**src/rtl/tdm_demux4_pkg.sv**
```systemverilog
// Shared TDM framing definitions used by the demux receiver and the matching
// mux-side transmitter: channel count, counter widths, FSM state encoding and
// the per-sample control decision record.
package tdm_demux4_pkg;

  localparam int unsigned NUM_CH      = 4;
  localparam int unsigned CNT_W       = $clog2(NUM_CH);
  localparam int unsigned ERR_CNT_W   = 8;
  localparam int unsigned LAST_CH     = NUM_CH - 1;

  // Framing state: HUNT waits for a frame_sync, LOCK follows the channel order.
  typedef enum logic {
    ST_HUNT = 1'b0,
    ST_LOCK = 1'b1
  } tdm_state_e;

  // Per-sample actions decided by the next-state logic.
  typedef struct packed {
    logic shadow_wr;   // write din into shadow[wr_idx]
    logic publish;     // copy shadows + din to the output bank
    logic sync_err;    // framing violation on this sample
  } tdm_ctl_t;

  // Saturating increment for the error counter.
  function automatic logic [ERR_CNT_W-1:0] sat_inc(input logic [ERR_CNT_W-1:0] v);
    logic [ERR_CNT_W-1:0] r;
    if (v == {ERR_CNT_W{1'b1}}) r = v;
    else                        r = v + ERR_CNT_W'(1);
    return r;
  endfunction

endpackage

```
**src/rtl/tdm_demux4.sv**
```systemverilog
// tdm_demux4 -- 4:1 time-division demultiplexer with frame-sync tracking.
// Samples arrive on din (qualified by din_valid) in channel order 0..3, with
// frame_sync marking channel 0. Samples are staged in a shadow bank and the
// complete frame is published to ch0..ch3 on the edge that captures channel 3.
//
// Ports:
//   clk, rst_n       clock, asynchronous active-low reset
//   din              time-multiplexed sample
//   din_valid        din carries a sample this cycle
//   frame_sync       qualified by din_valid, marks channel 0
//   ch0..ch3         last complete frame (registered)
//   frame_valid      one-cycle strobe, new frame published
//   sync_err         one-cycle strobe, framing violation
//   locked           high while in LOCK (registered)
//   err_cnt          saturating count of sync_err events
module tdm_demux4
  import tdm_demux4_pkg::*;
#(
  parameter int unsigned WIDTH = 8
) (
  input  logic                 clk,
  input  logic                 rst_n,
  input  logic [WIDTH-1:0]     din,
  input  logic                 din_valid,
  input  logic                 frame_sync,
  output logic [WIDTH-1:0]     ch0,
  output logic [WIDTH-1:0]     ch1,
  output logic [WIDTH-1:0]     ch2,
  output logic [WIDTH-1:0]     ch3,
  output logic                 frame_valid,
  output logic                 sync_err,
  output logic                 locked,
  output logic [ERR_CNT_W-1:0] err_cnt
);

  tdm_state_e           r_state;
  tdm_state_e           w_state_nxt;
  logic [CNT_W-1:0]     r_cnt;
  logic [CNT_W-1:0]     w_cnt_nxt;
  logic [CNT_W-1:0]     w_wr_idx;
  tdm_ctl_t             w_ctl;

  logic [WIDTH-1:0]     r_shadow [NUM_CH];
  logic [WIDTH-1:0]     r_ch     [NUM_CH];
  logic                 r_frame_valid;
  logic                 r_sync_err;
  logic                 r_locked;
  logic [ERR_CNT_W-1:0] r_err_cnt;

  // State register.
  always_ff @(posedge clk or negedge rst_n) begin
    if (!rst_n) begin
      r_state <= ST_HUNT;
      r_cnt   <= '0;
    end else begin
      r_state <= w_state_nxt;
      r_cnt   <= w_cnt_nxt;
    end
  end

  // Next-state and per-sample action decode; nothing moves without din_valid.
  always_comb begin
    w_state_nxt = r_state;
    w_cnt_nxt   = r_cnt;
    w_wr_idx    = '0;
    w_ctl       = '0;

    if (din_valid) begin
      unique case (r_state)
        ST_HUNT: begin
          // Non-sync samples are dropped silently while hunting.
          if (frame_sync) begin
            w_ctl.shadow_wr = 1'b1;
            w_wr_idx        = '0;
            w_cnt_nxt       = CNT_W'(1);
            w_state_nxt     = ST_LOCK;
          end
        end

        ST_LOCK: begin
          if (frame_sync) begin
            // Sync restarts the frame; it is an error only if mid-frame.
            w_ctl.sync_err  = (r_cnt != '0);
            w_ctl.shadow_wr = 1'b1;
            w_wr_idx        = '0;
            w_cnt_nxt       = CNT_W'(1);
          end else if (r_cnt == '0) begin
            // Channel-0 slot without sync: framing lost.
            w_ctl.sync_err  = 1'b1;
            w_state_nxt     = ST_HUNT;
          end else begin
            w_ctl.shadow_wr = 1'b1;
            w_wr_idx        = r_cnt;
            w_cnt_nxt       = r_cnt + CNT_W'(1);
            w_ctl.publish   = (r_cnt == CNT_W'(LAST_CH));
          end
        end

        default: begin
          w_state_nxt = ST_HUNT;
          w_cnt_nxt   = '0;
        end
      endcase
    end
  end

  // Shadow bank: stages the frame being assembled.
  always_ff @(posedge clk or negedge rst_n) begin
    if (!rst_n) begin
      for (int i = 0; i < int'(NUM_CH); i++) begin
        r_shadow[i] <= '0;
      end
    end else if (w_ctl.shadow_wr) begin
      r_shadow[w_wr_idx] <= din;
    end
  end

  // Output bank: updated only when the channel-3 sample completes a frame.
  // Channel 3 comes straight from din since its shadow write is in flight.
  always_ff @(posedge clk or negedge rst_n) begin
    if (!rst_n) begin
      for (int i = 0; i < int'(NUM_CH); i++) begin
        r_ch[i] <= '0;
      end
    end else if (w_ctl.publish) begin
      for (int i = 0; i < int'(LAST_CH); i++) begin
        r_ch[i] <= r_shadow[i];
      end
      r_ch[LAST_CH] <= din;
    end
  end

  // Status strobes, lock flag and error counter.
  always_ff @(posedge clk or negedge rst_n) begin
    if (!rst_n) begin
      r_frame_valid <= 1'b0;
      r_sync_err    <= 1'b0;
      r_locked      <= 1'b0;
      r_err_cnt     <= '0;
    end else begin
      r_frame_valid <= w_ctl.publish;
      r_sync_err    <= w_ctl.sync_err;
      r_locked      <= (w_state_nxt == ST_LOCK);
      if (w_ctl.sync_err) begin
        r_err_cnt <= sat_inc(r_err_cnt);
      end
    end
  end

  assign ch0         = r_ch[0];
  assign ch1         = r_ch[1];
  assign ch2         = r_ch[2];
  assign ch3         = r_ch[3];
  assign frame_valid = r_frame_valid;
  assign sync_err    = r_sync_err;
  assign locked      = r_locked;
  assign err_cnt     = r_err_cnt;

endmodule

```
**config.mk**
```make
export PLATFORM = sky130hd
export DESIGN_NAME = tdm_demux4
export DESIGN_NICKNAME = d
export VERILOG_FILES = /design/src/rtl/tdm_demux4_pkg.sv /design/src/rtl/tdm_demux4.sv
export SDC_FILE = /design/constraint.sdc
export NUM_CORES = 1
export LEC_CHECK = 0
export CAP_MARGIN = 10
export CORE_ASPECT_RATIO = 1.75
export CORE_MARGIN = 5
export CORE_UTILIZATION = 45
export DETAILED_ROUTE_END_ITERATION = 16
export GPL_TIMING_DRIVEN = 1
export PLACE_DENSITY = 0.71
export SLEW_MARGIN = 10
export SYNTH_ARGS = -nofsm -noshare
export SYNTH_HDL_FRONTEND = slang
export SYNTH_SLANG_ARGS = --single-unit
export TNS_END_PERCENT = 5
```
**constraint.sdc**
```tcl
create_clock -name clk -period 2.45 [get_ports clk]
set_input_delay 0.3675 -clock clk [delete_from_list [all_inputs] [get_ports clk]]
set_output_delay 0.3675 -clock clk [all_outputs]
set_load 0.05 [all_outputs]
```
Yosys cells after proc, flatten, opt, wreduce, memory -nomap -nowiden. Cells that the tools add are included.

Output and inout bits: 43. Bits in registers: 77.

Add/subtract/negate cells: 2. Bitwise gates (word level): 3. $lt $le $gt $ge: 2. Equal/unequal tests: 4. Mux-type cells: 23. Reductions and logical operators: 5.

Operators by type and width (number): $bwmux 32 (1); $demux 8 s2 (1); $mux 2 (8); $add 8x1->8 const B (1); $eq 8x8->1 const B (1); $mux 8 (1); $pmux 2 s2 (2); $mux 1 (7); $pmux 1 s2 (2); $ge 3x3->1 const B (1); $lt 3x1->1 const B (1); $mux 3 (1); $ne 3x3->1 const B (1); $not 2->3 (1); $reduce_and 3->1 (1); $add 2x1->2 const B (1); $eq 2x2->1 const B (1); $logic_not 2->1 (1); $ne 2x2->1 const B (1); $not 1->1 (2); $reduce_and 2->1 (1); $reduce_bool 2->1 (1); $logic_and 1x1->1 (1).

Depth between registers and ports, before layout.
Word-level depth: 11. Gate-level depth with buffers: 8.

Worst setup path after synthesis. Ideal clock, no wire load.

Kind: reg-to-reg. Start: register r_cnt[0]. End: register r_err_cnt[7] (netlist: err_cnt[7]). Arrival: 1.961 ns. Required time: 2.325 ns. Path buffers: 1. Setup slack: 0.364 ns. Setup time: 0.125 ns. Cell stages (with the launch flop): 9. Cell sequence: dfrtp_1 inv_1 ha_1 ha_1 and3b_1 clkbuf_2 nand4_2 nor3_2 mux2_2.

RTL lines: start, declared (line tdm_demux4.sv:38) `logic [CNT_W-1:0] r_cnt;`; start signal, assigned (line tdm_demux4.sv:57) `r_cnt <= w_cnt_nxt;`; end signal, assigned (line tdm_demux4.sv:145) `r_err_cnt <= sat_inc(r_err_cnt);`; end, declared (line tdm_demux4.sv:48) `logic [ERR_CNT_W-1:0] r_err_cnt;`.

Final worst setup path.
Start: register r_cnt[0]. End: register r_shadow[12] in the netlist's numbering.

Word-level cells in the longest chain between the ends: 11. Elaborated cells between the ends (all ways): 16. Those cells by class: order compare: 2; mux: 11; bitwise: 1; reduce/logical: 2.

RTL lines: $logic_not 2->1 (line tdm_demux4.sv:87) `end else if (r_cnt == '0) begin`; $mux 2 (line tdm_demux4.sv:87); $mux 2 (line tdm_demux4.sv:81) `if (frame_sync) begin`; $pmux 2 s2 (line tdm_demux4.sv:69) `unique case (r_state)`; $mux 2 (line tdm_demux4.sv:68) `if (din_valid) begin`; $not 2->3 (implied by the code) (line tdm_demux4.sv:114) `r_shadow[w_wr_idx] <= din;`; $ge 3x3->1 (implied by the code) or $lt 3x1->1 (tied branches) (line tdm_demux4.sv:114); $logic_and 1x1->1 (implied by the code) (line tdm_demux4.sv:114); $mux 8 (implied by the code) (line tdm_demux4.sv:114); $demux 8 s2 (line tdm_demux4.sv:114); $bwmux 32 (line tdm_demux4.sv:114); end signal, assigned by index (line tdm_demux4.sv:114); end, declared (line tdm_demux4.sv:43) `logic [WIDTH-1:0] r_shadow [NUM_CH];`.

Several ways; a longest one is shown, not always the timed one. A chain may end at the register's enable or synchronous reset.

==> results.yml <==
outcome:
  status: "finished, final reports clean"
sta:
  finalSetupViolCount: 0
  worst_slack_ns: 0.120
  min_period_ns: 2.33
  grt_setup_unrepaired: "false"
  worst_pin_slew_ns: 0.750
  finalCritPeriodShare_pct: 95.1
  clock_skew_ns: 0.00459
  relSlewSlack_pct: 50.0
  slew_viol_final: 0
  hold_viol: 0
  clock.fmax_mhz: 429
synth:
  syn_nets: 207
  yosysWarnings: 0
  synth_top_cells_by_area: "dfrtp_1, mux2_2, ha_1, a21oi_1, nand2_1"
  yosysTopAreaCell: "dfrtp_1"
  synth.avg_cell_area_sq_um: 14.8
  synthCells: 191
  ys_types: 29
  ys_seq_elements: 69
  yosys.area.top_type_share_pct: 61.0
  syn_area_sq_um: 2830
  yosysSeqAreaShare_pct: 61.0
final_layout:
  diodes: 0
  drive_gt1_share_pct: 35.0
  utilization_pct: 59.2
  nets: 274
  seqCellArea_sq_um: 1730
  multiInputGateArea_sq_um: 1020
  area_delta_synth_final_pct: 29.2
  fillers: 513
  design_area_sq_um: 3660
clock_network:
  cts_hold_buf: 0
  h-tree-depth: 3
  numCtsBuffers: 9
  clk_pin_slew_ns: 0.07
  clock-sinks: 69
  clock_tree.buffer_depth: 2
  worstSkewPairLatency_ns: 0.35
  cts_setup_buffers: 0
  tritoncts: "done"
  cts_root_buf: "clkbuf_8"
  post_cts_resized: 0
floorplanning:
  initial_core_util_pct: 45.8
  die_area_sq_um: 8040
  die_y_um: 115
  die_w_um: 70.0
  boundaryPins: 55
  coreArea_sq_um: 6180
  rows: 38
drt:
  postRouteAntennaNets: 0
  first_pass_iters: 4
  totalWireLength_mm: 5.39
  wl_per_cell_um: 15.7
  via_per_inst: 5.06
  drc: 0
  via_count: 1734
  dr.first_iter.drc_count: 79
worst_setup_path:
  reg2reg_depth: 6
  worstPathArrival_ns: 2.57
  cp.required_ns: 2.69
  critPathCaptureType: "register"
  crit_fanout: 8
  cp-start-kind: "register"
  crit_type: "register to register"
placement:
  dpl_cell_area_sq_um: 3480
  hpwlAfterDp_mm: 3.85
  numPortBuffers: 54
  gp_congestion: 0.712
  pre_cts_ws_ns: -0.0501
global_route:
  antenna_found_initial: 0
  grt_pass1_wl_mm: 9.29
  grt_pass1_vias: 1842
  grt_max_degree: 35
  track_usage_pct: 15.1
  gr-total-overflow: 0
min_path:
  hp-class: "input port to async pin"
power_and_ir_drop:
  p_leak_nw: 1.64
  ir_worst_vdd_v: 0.00102
  p_per_area_nw_per_um2: 1490
  totalPowerFinal_mw: 5.46
flow_run:
  max_cap_viol_count: 0
kinds of logic (layout without fill, tap and decap cells):
| logic type | after synthesis | after routing | synth area share, % |
|---|---|---|---|
| flip-flops | 69 | 69 | 61.0 |
| multiplexers | 62 | 62 | 24.6 |
| AND/OR/NAND/NOR | 30 | 30 | 7.25 |
| buffers and inverters | 13 | 85 | 2.87 |
| AO/OA/AOI/OAI | 12 | 12 | 2.21 |
| adder cells (fa/ha/maj) | 4 | 4 | 1.77 |
| XOR/XNOR | 1 | 1 | 0.309 |
final timing paths:
path	start	to	slack (ns)
max	r_cnt[0]$_DFFE_PN0P_	r_shadow[12]$_DFFE_PN0P_	0.12
min	rst_n	ch3[0]$_DFFE_PN0P_	0.08
max reg2reg	r_cnt[0]$_DFFE_PN0P_	r_shadow[12]$_DFFE_PN0P_	0.12
min reg2reg	r_shadow[24]$_DFFE_PN0P_	ch0[0]$_DFFE_PN0P_	0.50
max in group asynchronous	rst_n	r_shadow[25]$_DFFE_PN0P_	1.63
min in group clk	r_shadow[24]$_DFFE_PN0P_	ch0[0]$_DFFE_PN0P_	0.50
power breakdown:
group / leakage, nW / internal [mW] / total [mW] / switching (mW)
Clock: 0.0921 / 0.417 / 0.827 / 0.410
Combinational: 0.701 / 1.08 / 2.65 / 1.57
Sequential: 0.851 / 1.66 / 1.98 / 0.329
Total: 1.64 / 3.16 / 5.46 / 2.31
synthesized netlist by cell type, drive strengths merged:
| master | count |
|---|---|
| nor4b | 1 |
| mux2 | 61 |
| nand2 | 9 |
| o21ai | 3 |
| and3 | 1 |
| a31oi | 1 |
| nand3 | 2 |
| inv | 5 |
| o22ai | 1 |
| nor3b | 1 |
| clkbuf | 1 |
| mux2i | 1 |
| and3b | 2 |
| nand4 | 3 |
| ha | 4 |
| and4 | 2 |
| nor2 | 3 |
| xnor2 | 1 |
| a21oi | 7 |
| nand2b | 4 |
| nor3 | 2 |
| dfrtp | 69 |
| buf | 7 |
layout make-up:
type | instances | share of cell area [%]
multi-input combinational | 109 | 28.0
tap | 80 | 2.74
sequential | 69 | 47.2
clock buffer | 12 | 4.24
inverter | 5 | 0.513
timing repair buffer | 64 | 16.7
clock inverter | 4 | 0.616
worst max-delay path, cell delays in order, from the launching register on:
cell and delay [ns]:
dfrtp_1 0.46, inv_1 0.09, ha_1 0.25, ha_1 0.24, nor4b_4 0.32, and4_1 0.47
mux2_2 0.39
metrics by stage:
stage | std cells | hold WS, ns | setup TNS, ns
floorplan | 191 | 0.0719 | 0
global placement | 327 | 0.470 | 0
detailed placement | 327 | 0.487 | -0.294
CTS | 343 | 0.100 | 0
global route | 343 | 0.133 | 0
finish | 343 | 0.0836 | 0
cells in the final DEF (no fill, tap or decap), types with 2 or more instances in the layout:
| cell | synthesis | routed |
|---|---|---|
| nand4_1 | 2 | 2 |
| and4_1 | 2 | 2 |
| clkbuf_8 | 0 | 11 |
| ha_1 | 4 | 4 |
| nand2b_1 | 3 | 3 |
| nand2_1 | 9 | 9 |
| clkinv_2 | 0 | 3 |
| a21oi_1 | 7 | 7 |
| buf_4 | 4 | 10 |
| inv_1 | 5 | 5 |
| dfrtp_1 | 69 | 69 |
| mux2_2 | 61 | 61 |
| clkdlybuf4s50_1 | 0 | 53 |
| nor2_1 | 3 | 3 |
| and3b_1 | 2 | 2 |
| o21ai_0 | 3 | 3 |
layer usage:
layer | GRT usage (%) | routed length, um | vias up
met5 | 0 | 0 | -
met4 | 8.82 | 153 | 0
met3 | 4.29 | 244 | 12
met2 | 25.9 | 2800 | 39
met1 | 16.7 | 2190 | 867
li1 | - | - | 816
registers in the layout, summed over array words and instances (netlist names), 2 cells and up:
name	flops
ch2	8
err_cnt	8
r_shadow	24
ch1	8
r_cnt	2
ch0	8
ch3	8
Note: power is estimated with default switching activity, not from simulation.
==> variant (same flow settings) <==
Register the inputs `din`, `din_valid` and `frame_sync` before use, without a reset. The logic sees them one clock later. Comments in the files are not updated.
--- a/src/rtl/tdm_demux4.sv
+++ b/src/rtl/tdm_demux4.sv
@@ -35,2 +35,12 @@
 
+  logic [WIDTH-1:0] din_q;
+  logic din_valid_q;
+  logic frame_sync_q;
+
+  always_ff @(posedge clk) begin
+    din_q        <= din;
+    din_valid_q  <= din_valid;
+    frame_sync_q <= frame_sync;
+  end
+
   tdm_state_e           r_state;
@@ -67,3 +77,3 @@
 
-    if (din_valid) begin
+    if (din_valid_q) begin
       unique case (r_state)
@@ -71,3 +81,3 @@
           // Non-sync samples are dropped silently while hunting.
-          if (frame_sync) begin
+          if (frame_sync_q) begin
             w_ctl.shadow_wr = 1'b1;
@@ -80,3 +90,3 @@
         ST_LOCK: begin
-          if (frame_sync) begin
+          if (frame_sync_q) begin
             // Sync restarts the frame; it is an error only if mid-frame.
@@ -113,3 +123,3 @@
     end else if (w_ctl.shadow_wr) begin
-      r_shadow[w_wr_idx] <= din;
+      r_shadow[w_wr_idx] <= din_q;
     end
@@ -128,3 +138,3 @@
       end
-      r_ch[LAST_CH] <= din;
+      r_ch[LAST_CH] <= din_q;
     end
Behaviour: not the same (a bounded check fails within 4 cycles, from zero or initial values and one cycle with rst_n low).
==> variant against the unedited design <==
  * Area after synthesis up 6.9%
  * Count of clock-buffer cells in the layout grew 1
  * Clock skew up 0.0059 ns
  * Sequential cell count up 10
  * Critical path depth is the same
  * Sequential share of layout area rose by 1.7 points
  * Synthesized cell count grew 4.7%
  * Setup slack gained 0.010 ns
  * Power is 14% higher
  * Routed wire length down 2.6%
  * Design area is 7.7% higher
  * Critical endpoint unchanged
  * Highest routed layer unchanged
==> variant: results (changes against the unedited design) <==
| Metric | Value |
|---|---|
| Outcome | complete, no violations |
| Distinct cell type count after synthesis | 27 (-6.9%) |
| Skew-Pair Late Insertion Delay | 0.33 ns (-0.02 ns) |
| Largest Register | r_shadow |
| Placed insts | 330 (+0.92%) |
| Number of port buffers | 54 (unchanged) |
| CTS Root Cell | clkbuf_16 |
| Vias in the first global route | 1803 (-2.1%) |
| Final #Nets | 275 (+0.36%) |
| Met3 Use GR | 4.42% (+0.13 points) |
| Dpl hpwl | 3.52 mm (-8.5%) |
| Grt met1 use | 16.5% (-0.24 points) |
| Highest routed layer | met4 |
| Routed wl met3 | 273 µm (+12%) |
| Ant. Diodes | 0 (unchanged) |
| Leak pwr | 1.75 nW (+6.3%) |
| Critical path peak fanout | 8 (unchanged) |
| GRT Overall Usage | 13.7% (-1.5 points) |
| Syn Inst Count | 200 (+4.7%) |
| M1 wire length | 2.15 mm (-1.8%) |
| Routed len/inst | 15.2 µm (-3.4%) |
| CTS buffer count | 9 (unchanged) |
| Top cells by area, synth | dfrtp_1 57%, mux2_2 23%, dfxtp_1 6.6%, ha_1 1.7%, nand2_1 1.2% |
| Htree depth | 3 (unchanged) |
| Clock skew | 0.0105 ns (+0.00586 ns) |
| First-pass GRT wire length | 8.92 mm (-4.0%) |
| Count leader, synth | dfrtp_1 |
| Worst vdd rail ir drop | 1.10 mV (+8.1%) |
| Register area share after synthesis | 63.7% (+2.7 points) |
| Flip-flop count of the largest register after layout | 24 (unchanged) |
| Via count | 1738 (+0.23%) |
| Worst Setup Start Kind | flip-flop |
| Routability cong. | 0.785 (+10%) |
| CTS Buffer Depth | 2 (unchanged) |
| Syn Nets | 216 (+4.3%) |
| Initial antenna violation count | 0 (unchanged) |
| Synth async-reset ratio | 87.3% (-13 points) |
| Met2 GRT Util | 21.2% (-4.7 points) |
| Clock Pin Slew Worst Setup and Hold Paths | 0.05 ns (-0.02 ns) |
| Pre-antenna DRT Iters | 4 (unchanged) |
| Initial DRC count | 77 (-2.5%) |
| Worst R2R Start | r_cnt[0]$_DFFE_PN0P_ |
| Post-synth top cells | 69 x dfrtp_1, 61 x mux2_2, 10 x dfxtp_1, 10 x nand2_1, 7 x a21oi_1 |
| Most used flip-flop cell after synthesis | dfrtp_1 |
| Rel. slew slack | 65.1% (+15 points) |
| Fraction of layout cells with a size suffix above 1 | 30.3% (-4.7 points) |
| Critical path data arrival time | 2.53 ns (-0.04 ns) |
| Setup Fix Bufs, Post-CTS | 0 (unchanged) |
| Yosys warning total | 0 (unchanged) |
| Largest net degree at the start of global routing | 70 (+100%) |
| Layout Cells excl Fill | 346 (+0.87%) |
| Hold Crit Class | input pin to async pin |
| CTS resizes | 0 (unchanged) |
| Met2 WL | 2.69 mm (-4.0%) |
variant: path summary, 6_finish.rpt:
path                                             to  slack [ns]  depth (start not counted)
max                        r_shadow[12]$_DFFE_PN0P_        0.13                          6
min                          err_cnt[0]$_DFFE_PN0P_        0.04                          2
max reg2reg                r_shadow[12]$_DFFE_PN0P_        0.13                          6
min reg2reg                r_shadow[18]$_DFFE_PN0P_        0.50                          1
max in group asynchronous        ch2[7]$_DFFE_PN0P_        2.10                          2
min in group clk                   din_q[5]$_DFF_P_        0.48                          1
variant: logic make-up (layout without fill, tap and decap cells):
group	after synthesis	count (layout)	share of synthesized area (%)
and+or+nand+nor	29	29	6.32
adders and majority gates	4	4	1.65
xor gates and xnor gates	1	1	0.289
DFF	79	79	63.7
muxes	63	63	23.4
AOI/OAI and AO/OA	12	12	2.15
buffers and inverters	12	76	2.56
variant: area by class of cell:
cell class,instances,area (µm²)
fillers,547,2600
flip-flops and latches,79,1930
multi-input cells,109,1020
repair buffers,56,563
clock buffers,13,240
well taps,82,103
clock inverters,3,68.8
inverters,4,15.0
variant: critical path, stage by stage, from the launching register on:
cell,delay (ns)
dfrtp_1,0.44
inv_1,0.09
ha_1,0.24
ha_1,0.25
nor4b_4,0.31
and4_1,0.48
mux2_2,0.38
variant: metrics by stage:
stage / setup WS (ns) / total power, mW / instance area [µm²]
after global routing: 0.0173 / 6.55 / 3940
final: 0.131 / 6.23 / 3940
after detailed placement: 0.108 / 4.93 / 3630
after floorplan: 0.349 / 4.05 / 3030
after global placement: 0.212 / 4.87 / 3630
after CTS: 0.109 / 6.32 / 3940
variant: report_power, final:
part	leakage (nW)	switching (mW)	internal [mW]
registers	0.941	0.340	1.85
clock network	0.148	0.471	0.895
logic	0.660	1.60	1.07
total	1.75	2.41	3.82
